--- config.mk ---
export PLATFORM = sky130hd
export DESIGN_NAME = wb_stage
export DESIGN_NICKNAME = d
export VERILOG_FILES = /design/src/rtl/wb_stage.sv
export SDC_FILE = /design/constraint.sdc
export NUM_CORES = 1
export LEC_CHECK = 0
export CELL_PAD_IN_SITES_DETAIL_PLACEMENT = 2
export CELL_PAD_IN_SITES_GLOBAL_PLACEMENT = 2
export CORE_ASPECT_RATIO = 0.5
export CORE_UTILIZATION = 20
export CTS_BUF_LIST = sky130_fd_sc_hd__clkbuf_16
export DETAILED_ROUTE_END_ITERATION = 8
export HOLD_SLACK_MARGIN = 0.08
export PLACE_DENSITY = 0.89
export REMOVE_ABC_BUFFERS = 1
export SKIP_CTS_REPAIR_TIMING = 1
export SYNTH_ARGS = -nofsm -noshare
export SYNTH_HDL_FRONTEND = slang
export SYNTH_SLANG_ARGS = --single-unit
--- constraint.sdc ---
create_clock -name clk -period 2.04 [get_ports clk]
set_input_delay 0.204 -clock clk [delete_from_list [all_inputs] [get_ports clk]]
set_output_delay 0.204 -clock clk [all_outputs]
set_load 0.01 [all_outputs]
--- src/rtl/wb_stage.sv ---
// Writeback stage: registers the MEM bundle and drives the register file write port,
// the difftest commit record, the cycle/instret counters and the simulation-trap halt.
module wb_stage #(
  parameter int          XLEN      = 64,
  parameter logic [31:0] TRAP_INST = 32'h0000006b
) (
  input  logic            clk,
  input  logic            rst,
  input  logic            in_valid,
  output logic            in_ready,
  input  logic [XLEN-1:0] in_pc,
  input  logic [31:0]     in_inst,
  input  logic [4:0]      in_rd,
  input  logic            in_rd_wen,
  input  logic [XLEN-1:0] in_rd_data,
  input  logic            in_skip,
  input  logic [XLEN-1:0] rf_a0,
  output logic [4:0]      rf_waddr,
  output logic [XLEN-1:0] rf_wdata,
  output logic            rf_wen,
  output logic            cmt_valid,
  output logic [XLEN-1:0] cmt_pc,
  output logic [31:0]     cmt_inst,
  output logic            cmt_skip,
  output logic            cmt_wen,
  output logic [4:0]      cmt_wdest,
  output logic [XLEN-1:0] cmt_wdata,
  output logic            trap_valid,
  output logic [7:0]      trap_code,
  output logic            halted,
  output logic [63:0]     cycle_cnt,
  output logic [63:0]     instret_cnt
);

  typedef enum logic {
    ST_RUN  = 1'b0,
    ST_HALT = 1'b1
  } state_t;

  state_t          state_q, state_d;
  logic            wb_valid_q, wb_valid_d;
  logic [XLEN-1:0] wb_pc_q, wb_pc_d;
  logic [31:0]     wb_inst_q, wb_inst_d;
  logic [4:0]      wb_rd_q, wb_rd_d;
  logic            wb_rd_wen_q, wb_rd_wen_d;
  logic [XLEN-1:0] wb_rd_data_q, wb_rd_data_d;
  logic            wb_skip_q, wb_skip_d;
  logic [63:0]     cycle_cnt_q, cycle_cnt_d;
  logic [63:0]     instret_cnt_q, instret_cnt_d;

  logic            wb_is_trap;
  logic            accept;
  logic            wen_eff;
  logic            unused_a0_hi;

  assign unused_a0_hi = ^rf_a0[XLEN-1:8];

  // The bundle behind a committing trap is held off so it can never retire.
  always_comb begin
    wb_is_trap   = wb_valid_q && (wb_inst_q == TRAP_INST);
    in_ready     = (state_q == ST_RUN) && !wb_is_trap;
    accept       = in_valid && in_ready;

    wb_valid_d   = 1'b0;
    wb_pc_d      = wb_pc_q;
    wb_inst_d    = wb_inst_q;
    wb_rd_d      = wb_rd_q;
    wb_rd_wen_d  = wb_rd_wen_q;
    wb_rd_data_d = wb_rd_data_q;
    wb_skip_d    = wb_skip_q;
    if (accept) begin
      wb_valid_d   = 1'b1;
      wb_pc_d      = in_pc;
      wb_inst_d    = in_inst;
      wb_rd_d      = in_rd;
      wb_rd_wen_d  = in_rd_wen;
      wb_rd_data_d = in_rd_data;
      wb_skip_d    = in_skip;
    end

    state_d = state_q;
    if ((state_q == ST_RUN) && wb_is_trap) begin
      state_d = ST_HALT;
    end

    cycle_cnt_d   = cycle_cnt_q;
    instret_cnt_d = instret_cnt_q;
    if (state_q == ST_RUN) begin
      cycle_cnt_d = cycle_cnt_q + 64'd1;
    end
    if (wb_valid_q) begin
      instret_cnt_d = instret_cnt_q + 64'd1;
    end
  end

  always_ff @(posedge clk) begin
    if (rst) begin
      state_q       <= ST_RUN;
      wb_valid_q    <= 1'b0;
      wb_pc_q       <= '0;
      wb_inst_q     <= '0;
      wb_rd_q       <= '0;
      wb_rd_wen_q   <= 1'b0;
      wb_rd_data_q  <= '0;
      wb_skip_q     <= 1'b0;
      cycle_cnt_q   <= '0;
      instret_cnt_q <= '0;
    end else begin
      state_q       <= state_d;
      wb_valid_q    <= wb_valid_d;
      wb_pc_q       <= wb_pc_d;
      wb_inst_q     <= wb_inst_d;
      wb_rd_q       <= wb_rd_d;
      wb_rd_wen_q   <= wb_rd_wen_d;
      wb_rd_data_q  <= wb_rd_data_d;
      wb_skip_q     <= wb_skip_d;
      cycle_cnt_q   <= cycle_cnt_d;
      instret_cnt_q <= instret_cnt_d;
    end
  end

  // x0 writes still commit but never reach the register file.
  assign wen_eff     = wb_valid_q && wb_rd_wen_q && (wb_rd_q != 5'd0);

  assign rf_wen      = wen_eff;
  assign rf_waddr    = wb_rd_q;
  assign rf_wdata    = wb_rd_data_q;

  assign cmt_valid   = wb_valid_q;
  assign cmt_pc      = wb_pc_q;
  assign cmt_inst    = wb_inst_q;
  assign cmt_skip    = wb_skip_q;
  assign cmt_wen     = wen_eff;
  assign cmt_wdest   = wb_rd_q;
  assign cmt_wdata   = wen_eff ? wb_rd_data_q : '0;

  assign trap_valid  = wb_is_trap;
  assign trap_code   = rf_a0[7:0];
  assign halted      = (state_q == ST_HALT);
  assign cycle_cnt   = cycle_cnt_q;
  assign instret_cnt = instret_cnt_q;

endmodule

==> report_table.html, run 1 <==
<table>
<tr><th>Metric</th><th>Value</th></tr>
<tr><th colspan="2">Synth</th></tr>
<tr><td>Post-Syn Instances</td><td>1,559</td></tr>
<tr><td>Number of distinct library cells after synthesis</td><td>43</td></tr>
<tr><td>Library cell occupying the most area in the post-synthesis netlist</td><td>sky130_fd_sc_hd__dfxtp_1</td></tr>
<tr><td>Total number of yosys warnings</td><td>0</td></tr>
<tr><td>Register area share after synthesis</td><td>47.4%</td></tr>
<tr><td>Top-area cell type share of the netlist area</td><td>approximately 47%</td></tr>
<tr><td>Syn_area_per_cell</td><td>between 8 and 9 µm²</td></tr>
<tr><td>Post-synth design cell area</td><td>12,600 µm²</td></tr>
<tr><td>Async set or reset register ratio after synthesis</td><td>0%</td></tr>
<tr><td>Flip-flop cell with the highest count after synthesis</td><td>sky130_fd_sc_hd__dfxtp_1</td></tr>
<tr><td>Flops &amp; latches, synth</td><td>about 300</td></tr>
<tr><td>Largest cells by area after synthesis</td><td>sky130_fd_sc_hd__dfxtp_1, sky130_fd_sc_hd__nand2_1, sky130_fd_sc_hd__a21oi_1</td></tr>
<tr><td>Top cell types by occurrence after synthesis</td><td>sky130_fd_sc_hd__nand2_1, sky130_fd_sc_hd__dfxtp_1, sky130_fd_sc_hd__a21oi_1</td></tr>
<tr><td>Most repeated cell in the gate-level netlist after synthesis</td><td>sky130_fd_sc_hd__nand2_1</td></tr>
<tr><td>Number of synthesized flops with an enable pin</td><td>0</td></tr>
<tr><th colspan="2">Min path</th></tr>
<tr><td>Hold/Removal Path Class</td><td>input pin to register</td></tr>
<tr><td>Hold path startpoint</td><td>rst</td></tr>
<tr><th colspan="2">Detailed routing</th></tr>
<tr><td>Post-detailed-routing wire length</td><td>79,900 µm</td></tr>
<tr><td>Via-to-Cell Ratio</td><td>4.81</td></tr>
<tr><td>Detailed-routing iteration count for the pre-antenna-repair pass</td><td>7</td></tr>
<tr><td>Number of design-rule violations left by the first detailed-router iteration</td><td>827</td></tr>
<tr><td>Post-DRT Antenna Nets</td><td>0</td></tr>
<tr><td>Remaining routing DRC violations</td><td>0</td></tr>
<tr><td>Vias post-DR</td><td>15,000</td></tr>
<tr><td>Mean routed wirelength per cell</td><td>~26 µm</td></tr>
<tr><th colspan="2">Worst setup path</th></tr>
<tr><td>Critical path depth in cells</td><td>5</td></tr>
<tr><td>Series of cell instances along the critical path</td><td>or3_4, o311a_4, clkbuf_16, and2_1, clkbuf_2</td></tr>
<tr><td>Required time of the critical path</td><td>around 1.8 ns</td></tr>
<tr><td>Setup CP Type</td><td>register to output pin</td></tr>
<tr><td>Worst Path Max Fanout</td><td>10</td></tr>
<tr><td>Worst setup path startpoint</td><td>cmt_wdest[4]$_SDFFE_PP0P_</td></tr>
<tr><td>Peak per-stage delay on the critical path</td><td>0.42 ns</td></tr>
<tr><td>Crit path buf inv count</td><td>2</td></tr>
<tr><td>Capture point of the critical path</td><td>cmt_wdata[0]</td></tr>
<tr><td>Critical R2R Capture</td><td>rf_wdata[27]$_SDFFE_PP0P_</td></tr>
<tr><td>Critical Path Sink Type</td><td>output pin</td></tr>
<tr><td>Crit path max-delay cell type</td><td>sky130_fd_sc_hd__o311a_4</td></tr>
<tr><td>Worst reg2reg path depth</td><td>10</td></tr>
<tr><td>CP startpoint kind</td><td>register</td></tr>
<tr><td>Data arrival time of the critical path</td><td>2.15 ns</td></tr>
<tr><td>Top cell family by delay on the critical path</td><td>simple AND/OR/NAND/NOR gates</td></tr>
<tr><td>R2r setup slk</td><td>-0.31 ns</td></tr>
<tr><td>Worst reg2reg path startpoint</td><td>cmt_inst[26]$_SDFFE_PP0P_</td></tr>
<tr><th colspan="2">Placed design</th></tr>
<tr><td>Placer Congestion</td><td>approximately 0.9</td></tr>
<tr><td>Count of port buffers added during placement</td><td>538</td></tr>
<tr><td>HPWL after detailed placement</td><td>approximately 56,000 µm</td></tr>
<tr><td>Worst slack at placement</td><td>-0.218 ns</td></tr>
<tr><th colspan="2">STA</th></tr>
<tr><td>Setup Viol. Count Final</td><td>287</td></tr>
<tr><td>Minimum clock period after layout</td><td>~2.4 ns</td></tr>
<tr><td>Final Max Tran Viols</td><td>0</td></tr>
<tr><td>Worst slew slack as a fraction of its limit</td><td>between 40% and 50%</td></tr>
<tr><td>Clock skew</td><td>0.0190 ns</td></tr>
<tr><td>Fin Setup TNS</td><td>-56.34 ns</td></tr>
<tr><td>Transition time of the tightest slew-check pin</td><td>about 0.82 ns</td></tr>
<tr><td>Count of final hold-check violations</td><td>0</td></tr>
<tr><td>Upper clock frequency limit</td><td>424 MHz</td></tr>
<tr><td>Unrepaired setup endpoints after global routing</td><td>true</td></tr>
<tr><td>Final worst slack</td><td>-0.317 ns</td></tr>
<tr><td>Final worst path period share</td><td>116%</td></tr>
<tr><td>Worst hold margin</td><td>0.203 ns</td></tr>
<tr><th colspan="2">Clock network</th></tr>
<tr><td>TritonCTS Sinks</td><td>297</td></tr>
<tr><td>TritonCTS clock tree</td><td>done</td></tr>
<tr><td>Source-to-sink clock delay at the later pin of the worst-skew pair</td><td>0.52 ns</td></tr>
<tr><td>Clock buffers created by TritonCTS</td><td>34</td></tr>
<tr><td>Root buffer cell</td><td>sky130_fd_sc_hd__clkbuf_16</td></tr>
<tr><td>Clock slew at the register clock pins of the worst setup and hold paths</td><td>0.06 ns</td></tr>
<tr><td>H-tree levels</td><td>2</td></tr>
<tr><td>Clock buffer depth</td><td>3</td></tr>
<tr><th colspan="2">Floorplanning</th></tr>
<tr><td>Boundary Pins</td><td>611</td></tr>
<tr><td>Initial core utilization</td><td>20.4%</td></tr>
<tr><td>Die ar.</td><td>approximately 64,000 µm²</td></tr>
<tr><td>Core region area</td><td>61,600 µm²</td></tr>
<tr><td>Overall die width</td><td>356 µm</td></tr>
<tr><td>Floorplan row count</td><td>64</td></tr>
<tr><td>Die boundary height</td><td>approximately 180 µm</td></tr>
<tr><th colspan="2">Finish</th></tr>
<tr><td>Layout cells sized above 1</td><td>18.4%</td></tr>
<tr><td>Fill count</td><td>6,684</td></tr>
<tr><td>Signed area change from the synthesized netlist to the final layout</td><td>72.3%</td></tr>
<tr><td>Net count, final</td><td>approximately 2,500</td></tr>
<tr><td>Final Util</td><td>around a third</td></tr>
<tr><th colspan="2">Run</th></tr>
<tr><td>Maximum capacitance violations</td><td>0</td></tr>
<tr><th colspan="2">Global routing</th></tr>
<tr><td>Initial antenna violation count</td><td>17</td></tr>
<tr><td>Global routing usage summed across all routing layers</td><td>22.7%</td></tr>
<tr><td>Via count of the first global-routing pass</td><td>between 15,000 and 20,000</td></tr>
<tr><td>Maximum number of pins on one net before global-route repair</td><td>109</td></tr>
<tr><td>Total grt overflow</td><td>0</td></tr>
<tr><td>First-pass GRT wire length</td><td>109,000 µm</td></tr>
<tr><th colspan="2">Power and ir drop</th></tr>
<tr><td>Largest voltage drop on the vdd net</td><td>396 µV</td></tr>
<tr><td>Total power after layout</td><td>~14 mW</td></tr>
<tr><td>Leak Pwr</td><td>~8.3 nW</td></tr>
<tr><td>Power density cells</td><td>642 nW/µm²</td></tr>
<tr><th colspan="2">Status</th></tr>
<tr><td>Outcome</td><td>complete, but fails checks</td></tr>
<tr><td>Failing checks</td><td>negative setup slack</td></tr>
</table>
area by class of cell:
cell class | instances | area [µm²] | area share (%)
multi-input combinational | 1139 | 6330 | 29.2
sequential | 297 | 5960 | 27.5
clock inverter | 21 | 115 | 0.532
tap | 825 | 1030 | 4.77
clock buffer | 35 | 876 | 4.05
antenna | 18 | 45.0 | 0.208
inverter | 19 | 71.3 | 0.330
timing repair buffer | 757 | 7210 | 33.3
through the flow:
| step | cell area (µm²) | cells |
|---|---|---|
| detailed placement | 20100 | 3015 |
| CTS | 21100 | 3071 |
| floorplan | 12100 | 1454 |
| finish | 21600 | 3111 |
| global placement | 20100 | 3015 |
| global route | 21600 | 3108 |
worst min-delay path by stage:
stage / end / slack [ns] / depth (start not counted)
2_1_floorplan: cmt_inst[0]$_SDFFE_PP0P_ / 0.27 / 1
3_3_place_gp: trap_code[6] / 0.41 / 0
3_5_place_dp: trap_code[6] / 0.41 / 0
4_1_cts: cmt_pc[26]$_SDFFE_PP0P_ / 0.21 / 3
5_1_grt: cmt_pc[26]$_SDFFE_PP0P_ / 0.23 / 3
6_report: instret_cnt[37]$_SDFFE_PP0P_ / 0.20 / 2
where the power goes:
group / leakage [nW] / total, mW / switching [mW] / internal (mW)
combinational: 5.36 / 1.82 / 0.874 / 0.945
sequential: 2.43 / 6.21 / 0.218 / 5.99
clock: 0.511 / 5.86 / 2.65 / 3.21
registers in the layout, indices dropped and copies added (netlist names):
name and cells:
cmt_wdest 5, wb_rd_wen_q 1, rf_wdata 64, cmt_inst 32, halted 1, cmt_skip 1
cycle_cnt 64, cmt_pc 64, instret_cnt 64, cmt_valid 1
metal layers:
layer  track usage, %  vias to the layer above  wire (µm)
met5                0                        -          8
met4             11.2                        2       4010
met3             4.76                      217       3970
met2             41.8                      456      41700
met1             24.7                     7594      30200
li1                 -                     6701          -
cell usage in the layout, fill, tap and decap left out, types with 8 or more instances in the layout:
master	instances
sky130_fd_sc_hd__a21oi_1	199
sky130_fd_sc_hd__a21oi_2	28
sky130_fd_sc_hd__and2_1	65
sky130_fd_sc_hd__and3_1	12
sky130_fd_sc_hd__and4_1	11
sky130_fd_sc_hd__buf_12	12
sky130_fd_sc_hd__buf_4	180
sky130_fd_sc_hd__buf_6	14
sky130_fd_sc_hd__buf_8	8
sky130_fd_sc_hd__clkbuf_16	45
sky130_fd_sc_hd__clkbuf_2	59
sky130_fd_sc_hd__clkdlybuf4s50_1	469
sky130_fd_sc_hd__clkinv_1	9
sky130_fd_sc_hd__dfxtp_1	292
sky130_fd_sc_hd__diode_2	18
sky130_fd_sc_hd__inv_1	27
sky130_fd_sc_hd__nand2_1	372
sky130_fd_sc_hd__nand2_2	11
sky130_fd_sc_hd__nand3_1	47
sky130_fd_sc_hd__nand4_1	38
sky130_fd_sc_hd__nor2_1	82
sky130_fd_sc_hd__nor3_1	18
sky130_fd_sc_hd__nor4_1	9
sky130_fd_sc_hd__o21ai_0	44
sky130_fd_sc_hd__o31ai_1	18
sky130_fd_sc_hd__or3_1	40
sky130_fd_sc_hd__or4_1	24
sky130_fd_sc_hd__xnor2_1	27
sky130_fd_sc_hd__xor2_1	32
cells by family (layout without fill, tap and decap cells):
| logic type | Yosys count | after routing | synth area share, % |
|---|---|---|---|
| AOI/OAI and AO/OA | 294 | 295 | 12.3 |
| xor gates and xnor gates | 59 | 59 | 4.12 |
| adders and majority gates | 2 | 2 | 0.199 |
| buffers and inverters | 124 | 832 | 4.55 |
| DFF | 297 | 297 | 47.4 |
| muxes | 5 | 5 | 0.428 |
| other | 0 | 18 | 0 |
| and+or+nand+nor | 778 | 778 | 31.1 |
Note: power is estimated with default switching activity, not from simulation.
==> run 2, diff against run 1 <==
--- a/config.mk
+++ b/config.mk
@@ -13,2 +13,3 @@
 export DETAILED_ROUTE_END_ITERATION = 8
+export GPL_ROUTABILITY_DRIVEN = 0
 export HOLD_SLACK_MARGIN = 0.08
==> constraint.sdc (replaced) <==
create_clock -name clk -period 2.04 [get_ports clk]
set_input_delay 0.408 -clock clk [delete_from_list [all_inputs] [get_ports clk]]
set_output_delay 0.408 -clock clk [all_outputs]
set_load 0.01 [all_outputs]
==> report_table.html, run 2 (synthesized netlist as in run 1, its figures left out) <==
<table>
<tr><th>Metric</th><th>Value</th></tr>
<tr><th colspan="2">Status</th></tr>
<tr><td>Outcome</td><td>complete, but fails checks</td></tr>
<tr><td>Failing checks</td><td>negative setup slack</td></tr>
<tr><th colspan="2">Worst setup path</th></tr>
<tr><td>Data arrival time of the critical path</td><td>roughly 2.4 ns</td></tr>
<tr><td>Required time of the critical path</td><td>1.63 ns</td></tr>
<tr><td>Peak per-stage delay on the critical path</td><td>~0.4 ns</td></tr>
<tr><td>Series of cell instances along the critical path</td><td>or3_4, o311a_4, buf_8, buf_6, and2_1, clkbuf_2</td></tr>
<tr><td>Setup CP Type</td><td>register to output pin</td></tr>
<tr><td>CP startpoint kind</td><td>register</td></tr>
<tr><td>Crit path max-delay cell type</td><td>sky130_fd_sc_hd__o311a_4</td></tr>
<tr><td>Critical Path Sink Type</td><td>output pin</td></tr>
<tr><td>Critical path depth in cells</td><td>6</td></tr>
<tr><td>Top cell family by delay on the critical path</td><td>simple AND/OR/NAND/NOR gates</td></tr>
<tr><td>Worst Path Max Fanout</td><td>7</td></tr>
<tr><td>Crit path buf inv count</td><td>3</td></tr>
<tr><td>Worst reg2reg path depth</td><td>9</td></tr>
<tr><th colspan="2">Finish</th></tr>
<tr><td>Seq. cell area</td><td>roughly 6100 µm²</td></tr>
<tr><td>Fill count</td><td>approximately 6,400</td></tr>
<tr><td>Number of standard cells in the final layout excluding fillers</td><td>3,192</td></tr>
<tr><td>Most common library cell in the layout ignoring fill and taps</td><td>sky130_fd_sc_hd__clkdlybuf4s50_1</td></tr>
<tr><td>Area taken by multi-input logic gates</td><td>approximately 8700 µm²</td></tr>
<tr><td>Layout cells sized above 1</td><td>43.3%</td></tr>
<tr><td>Net count, final</td><td>2,551</td></tr>
<tr><td>Most frequent cells in the layout</td><td>sky130_fd_sc_hd__clkdlybuf4s50_1, sky130_fd_sc_hd__dfxtp_1, sky130_fd_sc_hd__buf_4</td></tr>
<tr><td>Finished layout cell area</td><td>25,800 µm²</td></tr>
<tr><td>Signed area change from the synthesized netlist to the final layout</td><td>105%</td></tr>
<tr><th colspan="2">Power and ir drop</th></tr>
<tr><td>Leak Pwr</td><td>13.1 nW</td></tr>
<tr><td>Largest voltage drop on the vdd net</td><td>591 µV</td></tr>
<tr><td>Power density cells</td><td>594 nW/µm²</td></tr>
<tr><th colspan="2">Detailed routing</th></tr>
<tr><td>Detailed-routing iteration count for the pre-antenna-repair pass</td><td>5</td></tr>
<tr><td>Vias post-DR</td><td>17,200</td></tr>
<tr><td>Number of design-rule violations left by the first detailed-router iteration</td><td>1,224</td></tr>
<tr><td>Post-detailed-routing wire length</td><td>112,000 µm</td></tr>
<tr><td>Mean routed wirelength per cell</td><td>35.1 µm</td></tr>
<tr><td>Remaining routing DRC violations</td><td>0</td></tr>
<tr><td>Via-to-Cell Ratio</td><td>5.40</td></tr>
<tr><td>Post-DRT Antenna Nets</td><td>0</td></tr>
<tr><th colspan="2">STA</th></tr>
<tr><td>Worst slew slack as a fraction of its limit</td><td>45.0%</td></tr>
<tr><td>Final Max Tran Viols</td><td>0</td></tr>
<tr><td>Final worst slack</td><td>-0.718 ns</td></tr>
<tr><td>Upper clock frequency limit</td><td>363 MHz</td></tr>
<tr><td>Count of final hold-check violations</td><td>0</td></tr>
<tr><td>Final worst path period share</td><td>135%</td></tr>
<tr><td>Minimum clock period after layout</td><td>roughly 2.8 ns</td></tr>
<tr><td>Worst hold margin</td><td>between 0.3 and 0.4 ns</td></tr>
<tr><td>Transition time of the tightest slew-check pin</td><td>roughly 0.83 ns</td></tr>
<tr><td>Unrepaired setup endpoints after global routing</td><td>true</td></tr>
<tr><td>Clock skew</td><td>0.0603 ns</td></tr>
<tr><td>Setup Viol. Count Final</td><td>358</td></tr>
<tr><th colspan="2">Global routing</th></tr>
<tr><td>First-pass GRT wire length</td><td>110,000 µm</td></tr>
<tr><td>Total grt overflow</td><td>0</td></tr>
<tr><td>Initial antenna violation count</td><td>34</td></tr>
<tr><td>Maximum number of pins on one net before global-route repair</td><td>81</td></tr>
<tr><td>Global routing usage summed across all routing layers</td><td>23.1%</td></tr>
<tr><td>Via count of the first global-routing pass</td><td>16,400</td></tr>
<tr><th colspan="2">Clock network</th></tr>
<tr><td>Clock buffers created by TritonCTS</td><td>31</td></tr>
<tr><td>Clock buffer depth</td><td>3</td></tr>
<tr><td>Source-to-sink clock delay at the later pin of the worst-skew pair</td><td>0.65 ns</td></tr>
<tr><td>H-tree levels</td><td>1</td></tr>
<tr><td>Root buffer cell</td><td>sky130_fd_sc_hd__clkbuf_16</td></tr>
<tr><td>Clock slew at the register clock pins of the worst setup and hold paths</td><td>0.07 ns</td></tr>
<tr><td>TritonCTS Sinks</td><td>297</td></tr>
<tr><td>TritonCTS clock tree</td><td>done</td></tr>
<tr><th colspan="2">Floorplanning</th></tr>
<tr><td>Core region area</td><td>61,600 µm²</td></tr>
<tr><td>Die boundary height</td><td>179 µm</td></tr>
<tr><td>Boundary Pins</td><td>between 600 and 700</td></tr>
<tr><td>Initial core utilization</td><td>20.4%</td></tr>
<tr><td>Overall die width</td><td>356 µm</td></tr>
<tr><td>Die ar.</td><td>around 64,000 µm²</td></tr>
<tr><td>Floorplan row count</td><td>64</td></tr>
<tr><th colspan="2">Run</th></tr>
<tr><td>Maximum capacitance violations</td><td>0</td></tr>
<tr><th colspan="2">Placed design</th></tr>
<tr><td>HPWL after detailed placement</td><td>57,300 µm</td></tr>
<tr><td>DP Area</td><td>around 20,000 µm²</td></tr>
<tr><td>Placed cell count</td><td>3,023</td></tr>
<tr><td>Worst slack at placement</td><td>-0.300 ns</td></tr>
<tr><td>Count of port buffers added during placement</td><td>538</td></tr>
<tr><th colspan="2">Min path</th></tr>
<tr><td>Cell depth of the worst hold path</td><td>2</td></tr>
<tr><td>Hold/Removal Path Class</td><td>input pin to register</td></tr>
</table>
==> run 2: power breakdown <==
part           internal, mW  switching, mW
Sequential             5.99          0.323
Combinational          1.23           1.34
Clock                  3.39           3.05
Total                  10.6           4.71
==> run 2: final timing paths <==
check                       startpoint                            to  slack [ns]
max          cmt_wdest[4]$_SDFFE_PP0P_                 cmt_wdata[58]       -0.72
max reg2reg   cmt_inst[9]$_SDFFE_PP0P_      rf_wdata[4]$_SDFFE_PP0P_       -0.49
min reg2reg    cmt_pc[61]$_SDFFE_PP0P_       cmt_pc[61]$_SDFFE_PP0P_        0.48
min                                rst  instret_cnt[58]$_SDFFE_PP0P_        0.31
==> run 2: cell type report <==
| class | count | area share [%] |
|---|---|---|
| multi-input cells | 1138 | 33.9 |
| flip-flops and latches | 297 | 23.6 |
| repair buffers | 828 | 34.0 |
| clock buffers | 31 | 3.01 |
| clock inverters | 26 | 0.956 |
| diodes | 28 | 0.272 |
| inverters | 19 | 0.277 |
| well taps | 825 | 4.01 |
==> run 2: worst reg2reg max path, cell delays in order, from the launching register on <==
cell and delay [ns]:
sky130_fd_sc_hd__dfxtp_1 0.35, sky130_fd_sc_hd__nor4_1 0.44, sky130_fd_sc_hd__nand3b_1 0.21, sky130_fd_sc_hd__buf_4 0.21, sky130_fd_sc_hd__o311ai_4 0.34, sky130_fd_sc_hd__buf_6 0.22, sky130_fd_sc_hd__clkbuf_16 0.19, sky130_fd_sc_hd__buf_12 0.15
sky130_fd_sc_hd__nand2_4 0.06, sky130_fd_sc_hd__a21oi_2 0.23
==> run 2: metrics by stage <==
stage                     power [mW]  TNS, ns  util, %
after floorplan                 6.66  -755.00        -
after global placement          7.93   -16.88     33.0
after detailed placement        8.02   -35.68     33.0
after CTS                       14.1  -109.72     34.6
after global routing            15.5  -129.24     41.8
final                           15.3  -115.30     41.9
==> run 2: metal layers <==
metal  share of wire, %  track usage (%)  vias to the layer above
met5              0.012                0                        -
met4                9.2             13.1                        2
met3                5.9             5.59                      595
met2                 49             42.7                     1044
met1                 36             24.1                     8735
li1                   -                -                     6865
